## src/rtl/hello_psalm_sequencer.sv

```systemverilog
// Psalm RAM read sequencer: walks the RAM from address 0 and strobes each byte to the UART.
// Optional PSALM_LOOP_EN: PAUSE restarts the message at address 0 instead of returning to IDLE.
module hello_psalm_sequencer #(
   parameter int unsigned   AW           = 11,
   parameter int unsigned   DW           = 8,
   parameter int unsigned   MSGLEN       = 1600,
   parameter logic [DW-1:0] TERM_CHAR    = 8'h00,
   parameter int unsigned   PAUSE_CYCLES = 1000
) (
   input  logic          i_clk,
   input  logic          i_reset,
   input  logic          i_start,
   output logic [AW-1:0] o_mem_addr,
   input  logic [DW-1:0] i_mem_data,
   output logic          o_stb,
   output logic [DW-1:0] o_data,
   input  logic          i_busy,
   output logic          o_busy,
   output logic          o_done
);

   localparam int unsigned CW         = 32;
   localparam logic [AW-1:0] LAST_ADDR  = AW'(MSGLEN - 1);
   localparam logic [CW-1:0] PAUSE_LOAD = CW'(PAUSE_CYCLES - 1);

   typedef enum logic [2:0] {
      IDLE  = 3'd0,
      FETCH = 3'd1,
      LOAD  = 3'd2,
      SEND  = 3'd3,
      PAUSE = 3'd4
   } state_e;

   state_e        state_q, state_d;
   logic [AW-1:0] addr_q,  addr_d;
   logic          stb_q,   stb_d;
   logic [DW-1:0] data_q,  data_d;
   logic          done_q,  done_d;
   logic          busy_q,  busy_d;
   logic [CW-1:0] cnt_q,   cnt_d;

   // State register; synchronous reset drops any strobe in flight.
   always_ff @(posedge i_clk) begin
      if (i_reset) begin
         state_q <= IDLE;
         addr_q  <= '0;
         stb_q   <= 1'b0;
         data_q  <= '0;
         done_q  <= 1'b0;
         busy_q  <= 1'b0;
         cnt_q   <= '0;
      end else begin
         state_q <= state_d;
         addr_q  <= addr_d;
         stb_q   <= stb_d;
         data_q  <= data_d;
         done_q  <= done_d;
         busy_q  <= busy_d;
         cnt_q   <= cnt_d;
      end
   end

   // Next-state and output decode.
   always_comb begin
      state_d = state_q;
      addr_d  = addr_q;
      stb_d   = stb_q;
      data_d  = data_q;
      done_d  = 1'b0;
      cnt_d   = cnt_q;

      unique case (state_q)
         IDLE: begin
            if (i_start) begin
               addr_d  = '0;
               state_d = FETCH;
            end
         end

         FETCH: begin
            state_d = LOAD;
         end

         LOAD: begin
            // Terminator ends the message without ever reaching the transmitter.
            if (i_mem_data == TERM_CHAR) begin
               done_d  = 1'b1;
               cnt_d   = PAUSE_LOAD;
               state_d = PAUSE;
            end else begin
               data_d  = i_mem_data;
               stb_d   = 1'b1;
               state_d = SEND;
            end
         end

         SEND: begin
            if (stb_q && !i_busy) begin
               stb_d = 1'b0;
               if (addr_q == LAST_ADDR) begin
                  done_d  = 1'b1;
                  cnt_d   = PAUSE_LOAD;
                  state_d = PAUSE;
               end else begin
                  addr_d  = addr_q + AW'(1);
                  state_d = FETCH;
               end
            end
         end

         PAUSE: begin
            if (cnt_q == '0) begin
`ifdef PSALM_LOOP_EN
               addr_d  = '0;
               state_d = FETCH;
`else
               state_d = IDLE;
`endif
            end else begin
               cnt_d = cnt_q - CW'(1);
            end
         end

         default: begin
            state_d = IDLE;
         end
      endcase

      busy_d = (state_d != IDLE);
   end

   assign o_mem_addr = addr_q;
   assign o_stb      = stb_q;
   assign o_data     = data_q;
   assign o_done     = done_q;
   assign o_busy     = busy_q;

endmodule

```

## config.mk

```make
export PLATFORM = sky130hd
export DESIGN_NAME = hello_psalm_sequencer
export DESIGN_NICKNAME = d
export VERILOG_FILES = /design/src/rtl/hello_psalm_sequencer.sv
export SDC_FILE = /design/constraint.sdc
export NUM_CORES = 1
export LEC_CHECK = 0
export ABC_AREA = 1
export BUFFER_PORTS_ARGS = -buffer_cell sky130_fd_sc_hd__buf_2
export CORE_ASPECT_RATIO = 1.1
export CORE_MARGIN = 2
export CORE_UTILIZATION = 56
export CTS_BUF_LIST = sky130_fd_sc_hd__clkbuf_4
export CTS_CLUSTER_SIZE = 24
export DETAILED_ROUTE_END_ITERATION = 6
export GPL_ROUTABILITY_DRIVEN = 0
export PLACE_DENSITY_LB_ADDON = 0.12
export RECOVER_POWER = 100
export SLEW_MARGIN = 20
export SYNTH_ARGS = -nofsm -noshare
export SYNTH_HDL_FRONTEND = slang
export SYNTH_SLANG_ARGS = --single-unit
```

## constraint.sdc

```tcl
create_clock -name i_clk -period 2.6 [get_ports i_clk]
set_input_delay 0.52 -clock i_clk [delete_from_list [all_inputs] [get_ports i_clk]]
set_output_delay 0.52 -clock i_clk [all_outputs]
set_load 0.05 [all_outputs]
```

==> impl_metrics.env, run 1 <==
export IMPL_grt_overflow_total=0
export IMPL_setup_tns_ns=0
export IMPL_die_y_um=86.2
export IMPL_critPathRequiredTime_ns=2.90
export IMPL_critPathLaunchType="flop"
export IMPL_grt_pass1_vias=3303
export IMPL_synthMuxAreaShare_pct=0
export IMPL_grt_max_degree=44
export IMPL_io_pins=34
export IMPL_grt_pass1_wl_mm=14.4
export IMPL_drv_slew=0
export IMPL_period_share_pct=85.4
export IMPL_num_vias=3608
export IMPL_dp_cells=660
export IMPL_io_buffers=33
export IMPL_drive_gt1_share_pct=7.35
export IMPL_end_kind="flop"
export IMPL_pre_cts_ws_ns=0.516
export IMPL_synth_seq_cells=57
export IMPL_synth_fa_ha_area_share_pct=0.727
export IMPL_fin_ws_ns=0.380
export IMPL_htree_levels=3
export IMPL_post_cts_buffers=0
export IMPL_drv_cap=0
export IMPL_hpwl_mm=5.94
export IMPL_max_clock_path_buffers=2
export IMPL_synth_area_leaders="dfxtp_1 33%, nand2_1 17%, nor2_1 13%, a21oi_1 6.5%, inv_1 5.7%"
export IMPL_hold_ws_ns=0.373
export IMPL_start_util_pct=58.9
export IMPL_powerDensity_nw_per_um2=998
export IMPL_core_area_um2=5840
export IMPL_ir_drop_mv=0.522
export IMPL_p_total_mw=3.73
export IMPL_critical_path_class="reg -> reg"
export IMPL_ctsResizeCount=0
export IMPL_syn_num_nets=575
export IMPL_layout_commonest_cell="nand2_1"
export IMPL_synth_largest_area_cell="dfxtp_1"
export IMPL_rows=29
export IMPL_wirelength_mm=8.45
export IMPL_antenna_cells=0
export IMPL_synth_compound_area_share_pct=13.8
export IMPL_skew_ns=0.0136
export IMPL_die_width_um=78.8
export IMPL_antenna_found_initial=0
export IMPL_leakagePower_nw=1.72
export IMPL_yosys_area_share_simple_pct=41.1
export IMPL_synthDistinctLibCells=30
export IMPL_holdBufCountCts=0
export IMPL_track_usage_pct=26.4
export IMPL_hold_path_class="in -> reg"
export IMPL_postRouteAntennaNets=0
export IMPL_path_clk_slew_ns=0.11
export IMPL_drcViolationCount=0
export IMPL_synth_avg_cell_area_um2=6.14
export IMPL_clk_latency_ns=0.40
export IMPL_cts_tree="yes"
export IMPL_wl_per_cell_um=12.5
export IMPL_fin_area_um2=3740
export IMPL_setup_viol=0
export IMPL_drt_initial_drc_count=164
export IMPL_final_cell_mix="159 x nand2_1, 119 x nor2_1, 57 x dfxtp_1"
export IMPL_place_area_um2=3640
export IMPL_synth_seq_area_share_pct=33.1
export IMPL_cts_made_buffers=9
export IMPL_synthCells=561
export IMPL_numClockSinks=57
export IMPL_slew_headroom_pct=53.1
export IMPL_status="finished, final reports clean"
export IMPL_nets=608
export IMPL_finish_utilization_pct=64.0
export IMPL_syn2layout_area_growth_pct=8.54
export IMPL_die_area_um2=6790
export IMPL_finalNonFillerCells=676
export IMPL_period_minus_slack_ns=2.22
export IMPL_syn_area_um2=3440
export IMPL_finalHoldViolations=0
export IMPL_worst_slew_pin_slew_ns=0.703
export IMPL_synth_top_family_by_area="simple AND/OR/NAND/NOR gates"
export IMPL_synthXorXnorAreaFrac_pct=2.80
export IMPL_drt_first_pass_iters=7
export IMPL_arrival_ns=2.52
export IMPL_netlist_area_leader_share_pct=33.1
export IMPL_cp_max_fo=8
export IMPL_root_buffer="clkbuf_4"
export IMPL_max_freq_ghz=0.450
export IMPL_ys_warn_count=0
export IMPL_rsz0062_at_grt="no"
export IMPL_post_drt_via_cell_ratio=5.34
-- final timing paths --
| kind | start | end | slack, ns | depth (start not counted) |
|---|---|---|---|---|
| setup / recovery | state_q[0] | o_mem_addr[3] | 0.38 | 7 |
| hold / removal | i_mem_data[0] | o_data[0] | 0.37 | 3 |
| setup reg to reg | state_q[0] | o_mem_addr[3] | 0.38 | 7 |
| hold reg to reg | o_data[7] | o_data[7] | 0.45 | 2 |
-- cell type report --
class / count / area, um2
Sequential cell: 57 / 1140
Inverter: 55 / 206
Fill cell: 596 / 2100
Tap cell: 77 / 96.3
Clock buffer: 10 / 75.1
Timing Repair Buffer: 36 / 156
Clock inverter: 6 / 82.6
Multi-Input combinational cell: 435 / 1980
-- power by group --
part / leakage, nW / internal (mW) / switching, mW
Combinational: 1.18 / 0.557 / 1.39
Clock: 0.0878 / 0.396 / 0.339
Sequential: 0.461 / 0.974 / 0.0687
-- kinds of logic (layout without fill, tap and decap cells) --
| family | count (synthesis) | in the layout |
|---|---|---|
| simple gates | 335 | 335 |
| compound gates | 87 | 87 |
| buf+inv | 69 | 107 |
| flops | 57 | 57 |
| xor+xnor | 11 | 11 |
| fa+ha+maj | 2 | 2 |
-- synth_stat cells, drive strengths merged --
library cell,count
or2,1
buf,7
o21ai,29
nand3,21
nand2,160
a31oi,1
nor3b,1
a21oi,46
nand4,12
xor2,8
nor2,126
clkbuf,7
o21bai,11
nor3,14
dfxtp,57
xnor2,3
ha,2
inv,55
-- layer usage --
metal	global-route usage (%)	up-vias	part of all wire, %
li1	-	1849	-
met1	32.2	1613	43
met2	45.5	134	49
met3	3.96	12	6.1
met4	12.9	0	1.8
met5	0	-	0
-- critical path: stages, from the launching register on --
cell and delay (ns):
dfxtp_1 0.41, inv_2 0.05, nor3_2 0.48, nand2_1 0.17
a21oi_1 0.59, nand2_1 0.15, o21ai_0 0.21, a21oi_1 0.06
-- registers in the layout (all words and copies together) (netlist names) --
signal and cells:
o_data 8, o_mem_addr 11, o_done 1, o_stb 1, state_q 3, cnt_q 32
o_busy 1
(Power assumes the default switching activity.)
==> run 2, diff against run 1 <==
- BUFFER_PORTS_ARGS: -buffer_cell sky130_fd_sc_hd__buf_2 -> -buffer_cell sky130_fd_sc_hd__buf_4
==> run 2 against run 1 <==
Routed wire length shrank 0.32%. Combinational power hardly changed. Largest cell class unchanged. Setup slack gained 0.078 ns.
==> impl_metrics.env, run 2 (same netlist as run 1, synthesis figures left out) <==
export IMPL_wirelength_mm=8.42
export IMPL_io_buffers=33
export IMPL_path_clk_slew_ns=0.10
export IMPL_postRouteAntennaNets=0
export IMPL_fillCellCount=614
export IMPL_finalNonFillerCells=675
export IMPL_numClockSinks=57
export IMPL_regMostFlops="cnt_q"
export IMPL_hold_path_class="in -> reg"
export IMPL_setup_viol=0
export IMPL_end_kind="flop"
export IMPL_setup_tns_ns=0
export IMPL_grt_pass1_vias=3129
export IMPL_cts_made_buffers=9
export IMPL_drt_initial_drc_count=174
export IMPL_drt_first_pass_iters=5
export IMPL_period_share_pct=82.4
export IMPL_die_area_um2=6790
export IMPL_die_y_um=86.2
export IMPL_drv_slew=0
export IMPL_max_freq_ghz=0.467
export IMPL_skew_ns=0.0158
export IMPL_worst_slew_pin_slew_ns=0.673
export IMPL_final_cell_mix="158 x nand2_1, 118 x nor2_1, 57 x dfxtp_1"
export IMPL_cp_max_fo=33
export IMPL_grt_overflow_total=0
export IMPL_syn2layout_area_growth_pct=8.65
export IMPL_dp_cells=660
export IMPL_finalHoldViolations=0
export IMPL_period_minus_slack_ns=2.14
export IMPL_slew_headroom_pct=55.1
export IMPL_largest_reg_flops=32
export IMPL_critPathSlowestCell="dfxtp_1"
export IMPL_p_total_mw=3.62
export IMPL_max_clock_path_buffers=2
export IMPL_critPathLaunchType="flop"
export IMPL_antenna_cells=0
export IMPL_crit_chain="ha_1 -> nand3_1 -> nor2_1 -> nand2_1 -> nand2_1 -> nand2_1 -> nor2_1 -> nand3_4 -> nor2_1 -> nor2_1 -> nor2_1"
export IMPL_drv_cap=0
export IMPL_num_vias=3540
export IMPL_ir_drop_mv=0.520
export IMPL_io_pins=34
export IMPL_cts_tree="yes"
export IMPL_finish_utilization_pct=64.0
export IMPL_critPathRequiredTime_ns=2.94
export IMPL_leakagePower_nw=1.71
export IMPL_drive_gt1_share_pct=7.02
export IMPL_core_area_um2=5840
export IMPL_max_stage_delay_ns=0.44
export IMPL_start_util_pct=58.9
export IMPL_clk_latency_ns=0.41
export IMPL_powerDensity_nw_per_um2=968
export IMPL_arrival_ns=2.48
export IMPL_layout_commonest_cell="nand2_1"
export IMPL_grt_pass1_wl_mm=14.1
export IMPL_hpwl_mm=5.94
export IMPL_ctsResizeCount=0
export IMPL_antenna_found_initial=0
export IMPL_grt_max_degree=44
export IMPL_wl_per_cell_um=12.5
export IMPL_critical_path_most_common_cell="nor2_1"
export IMPL_die_width_um=78.8
export IMPL_htree_levels=3
export IMPL_nets=608
export IMPL_drcViolationCount=0
export IMPL_holdBufCountCts=0
export IMPL_post_cts_buffers=0
export IMPL_critical_path_class="reg -> reg"
export IMPL_status="finished, final reports clean"
export IMPL_track_usage_pct=26.0
export IMPL_root_buffer="clkbuf_4"
export IMPL_post_drt_via_cell_ratio=5.24
export IMPL_rsz0062_at_grt="no"
export IMPL_rows=29
-- run 2: path summary, 6_finish.rpt --
| kind | cells after the start | start | endpoint | slack, ns |
|---|---|---|---|---|
| setup / recovery | 11 | o_mem_addr[0] | cnt_q[26] | 0.46 |
| hold reg to reg | 2 | o_data[7] | o_data[7] | 0.45 |
| setup reg to reg | 11 | o_mem_addr[0] | cnt_q[26] | 0.46 |
| hold / removal | 3 | i_mem_data[0] | o_data[0] | 0.38 |
-- run 2: final cells by class --
type | count | area, um2 | share of cell area [%]
clock buffer | 9 | 67.6 | 1.81
clock inverter | 6 | 50.0 | 1.34
inverter | 55 | 206 | 5.52
multi-input combinational | 435 | 2000 | 53.3
sequential | 57 | 1140 | 30.5
tap | 77 | 96.3 | 2.58
timing repair buffer | 36 | 184 | 4.92
-- run 2: metal layers --
metal,global-route usage [%],up-vias,part of all wire [%]
met5,0,-,0
met4,13.4,0,2.1
met3,4.48,14,4.6
met2,44.8,95,49
met1,31.2,1588,45
li1,-,1843,-
-- run 2: where the power goes --
| part | switching (mW) | internal [mW] | leakage (nW) |
|---|---|---|---|
| logic | 1.40 | 0.571 | 1.19 |
| registers | 0.0721 | 0.974 | 0.461 |
| clock network | 0.331 | 0.274 | 0.0657 |
| total | 1.80 | 1.82 | 1.71 |
-- run 2: worst max-delay path, delay by kind of cell (launching register included) --
kind | cells | cell delay [ns]
flops | 1 | 0.44
fa+ha+maj | 1 | 0.25
simple gates | 10 | 1.36
-- run 2: through the flow --
step | setup WS [ns] | area (um2) | hold WS, ns
global placement | 0.587 | 3720 | 0.433
global route | 0.165 | 3740 | 0.384
floorplan | 0.510 | 3440 | 0.461
finish | 0.458 | 3740 | 0.378
detailed placement | 0.507 | 3720 | 0.440
CTS | 0.483 | 3840 | 0.361
==> run 3, diff against run 2 <==
- ABC_AREA: 1 -> 0
- clock period: 2.6 -> 2.2 ns (I/O delays scaled with it)
==> run 3 against run 2 <==
The flow now finishes with violations (setup timing). Register-to-register slack got worse by 0.57 ns. Core utilization is 16 points higher. Global-route usage up 1.4 points. Die area shrank 21%. Clock-buffer cell count up 2. Critical endpoint is now cnt_q[21]. Non-clock buffer count rose by 64.
==> impl_metrics.env, run 3 <==
export IMPL_status="finished with violations"
export IMPL_violations="setup timing"
export IMPL_hold_path_class="in -> reg"
export IMPL_synth_seq_cells=57
export IMPL_synth_avg_cell_area_um2=8.58
export IMPL_layout_commonest_cell="buf_4"
export IMPL_wl_per_cell_um=16.1
export IMPL_netlist_area_leader_share_pct=42.4
export IMPL_core_area_um2=4650
export IMPL_numClockSinks=57
export IMPL_setup_tns_ns=-0.723
export IMPL_grt_overflow_total=0
export IMPL_largest_reg_flops=32
export IMPL_max_freq_ghz=0.433
export IMPL_setup_viol=17
export IMPL_syn_num_nets=328
export IMPL_cts_tree="yes"
export IMPL_regMostFlops="cnt_q"
export IMPL_drv_cap=0
export IMPL_path_clk_slew_ns=0.10
export IMPL_skew_ns=0.0142
export IMPL_drt_initial_drc_count=158
export IMPL_synth_largest_area_cell="dfxtp_1"
export IMPL_finalHoldViolations=0
export IMPL_grt_max_degree=26
export IMPL_critPathBufInv=1
export IMPL_drv_slew=0
export IMPL_cp_top_family="simple AND/OR/NAND/NOR gates"
export IMPL_drcViolationCount=0
export IMPL_rows=26
export IMPL_grt_pass1_vias=2738
export IMPL_hold_end="o_data[0]"
export IMPL_syn2layout_area_growth_pct=39.0
export IMPL_period_minus_slack_ns=2.31
export IMPL_critical_path_class="reg -> reg"
export IMPL_io_pins=34
export IMPL_clk_latency_ns=0.42
export IMPL_post_drt_via_cell_ratio=5.94
export IMPL_synthTopCellsByCount="57 x dfxtp_1, 51 x nor2_1, 19 x nand2_1"
export IMPL_die_width_um=70.1
export IMPL_critical_path_most_common_cell="or4_4"
export IMPL_critPathLaunchType="flop"
export IMPL_antenna_found_initial=0
export IMPL_synth_most_common_cell="dfxtp_1"
export IMPL_ff2ff_path_depth=6
export IMPL_synthDistinctLibCells=46
export IMPL_async_flop_share_pct=0
export IMPL_wirelength_mm=7.66
export IMPL_drive_gt1_share_pct=32.5
export IMPL_fin_ws_ns=-0.108
export IMPL_critPathRequiredTime_ns=2.55
export IMPL_holdPathStages=3
export IMPL_syn_area_um2=2690
export IMPL_track_usage_pct=27.4
export IMPL_slew_headroom_pct=59.8
export IMPL_regToRegStartpoint="cnt_q[9]"
export IMPL_synth_area_leaders="dfxtp_1 42%, nor2_1 7.1%, xor2_1 4.9%, mux2i_1 3.3%, or4_1 3.3%"
export IMPL_synth_seq_area_share_pct=42.4
export IMPL_max_clock_path_buffers=2
export IMPL_ys_flop_type="dfxtp_1"
export IMPL_antenna_cells=0
export IMPL_grt_pass1_wl_mm=11.9
export IMPL_holdBufCountCts=0
export IMPL_root_buffer="clkbuf_4"
export IMPL_die_y_um=76.7
export IMPL_min_from="i_mem_data[0]"
export IMPL_max_stage_delay_ns=0.53
export IMPL_start_util_pct=57.9
export IMPL_end_kind="flop"
export IMPL_worst_slew_pin_slew_ns=0.606
export IMPL_ys_warn_count=0
export IMPL_rsz0062_at_grt="yes"
export IMPL_cp_max_fo=7
export IMPL_r2r_end="cnt_q[21]"
export IMPL_num_vias=2815
export IMPL_io_buffers=33
export IMPL_synthCells=314
export IMPL_drt_first_pass_iters=4
export IMPL_reg2reg_slack_ns=-0.11
export IMPL_final_cell_mix="63 x buf_4, 51 x nor2_1, 46 x dfxtp_1"
export IMPL_cts_made_buffers=9
export IMPL_period_share_pct=105
export IMPL_arrival_ns=2.66
export IMPL_nets=427
export IMPL_hpwl_mm=4.89
export IMPL_die_area_um2=5380
export IMPL_htree_levels=3
export IMPL_crit_chain="or4_4 -> nand2b_4 -> buf_4 -> or4_4 -> or4_4 -> a21oi_2"
export IMPL_postRouteAntennaNets=0
export IMPL_critPathSlowestCell="or4_4"
export IMPL_synth_edf_count=0
==> run 3: changes by cell type after synthesis, sizes merged, moves of 10 or more <==
cell    before  now
nor2       126   51
nand2      160   19
inv         55    6
o21ai       29    6
or4          0   12
a21oi       46   16
o21bai      11    1
nand3       21    6
==> run 3: cells by family (layout without fill, tap and decap cells) <==
kind of cell	count (synthesis)	in the layout	synth area share [%]
simple gates	148	148	27.9
fa+ha+maj	2	2	0.929
mux	9	9	3.34
buf+inv	18	122	2.65
compound gates	58	58	15.7
flops	57	57	42.4
xor+xnor	22	22	7.15
==> run 3: metal layers <==
metal / routed length (um) / global-route usage [%]
met4: 264 / 17.3
met3: 389 / 5.12
met2: 4000 / 47.4
met5: 0 / 0
met1: 3000 / 30.7
==> run 3: cell type report <==
class,count,area (um2)
clock inverters,5,22.5
multi-input cells,239,1700
inverters,6,22.5
well taps,56,70.1
flip-flops and latches,57,1160
clock buffers,11,82.6
repair buffers,100,691
fillers,318,908
==> run 3: what timing repair did <==
item | 4_1_cts | 5_1_grt
gates resized for setup | 13 | 26
pin swaps | 16 | 14
setup endpoints to repair | 30 | 33
buffers inserted | 8 | 1
==> run 3: worst max-delay path by stage <==
stage                              from   endpoint  cells past startpoint
after CTS                 o_mem_addr[8]  cnt_q[31]                      7
final                          cnt_q[9]  cnt_q[21]                      6
after floorplan           o_mem_addr[6]  cnt_q[31]                      6
after global placement    i_mem_data[7]  cnt_q[31]                      9
after detailed placement  i_mem_data[7]   cnt_q[6]                      9
after global routing           cnt_q[9]  cnt_q[21]                      6
==> run 3: stage by stage <==
step	setup WS, ns	cell area (um2)	hold slack, ns	utilization, %	std cells
floorplan	-0.141	2770	0.447	-	314
global placement	-0.212	3490	0.466	75.0	451
detailed placement	-0.342	3490	0.473	75.0	451
CTS	-0.137	3690	0.258	79.4	473
global route	-0.174	3740	0.276	80.5	474
finish	-0.108	3740	0.266	80.5	474
==> run 3: worst min-delay path, delay by kind of cell <==
family                 cells  cell delay [ns]
buffers and inverters      1             0.08
and+or+nand+nor            1             0.07
muxes                      1             0.05
Power of run 3 is not shown: default switching activity piles up to over one toggle a cycle in this logic, so the estimate is an artifact.
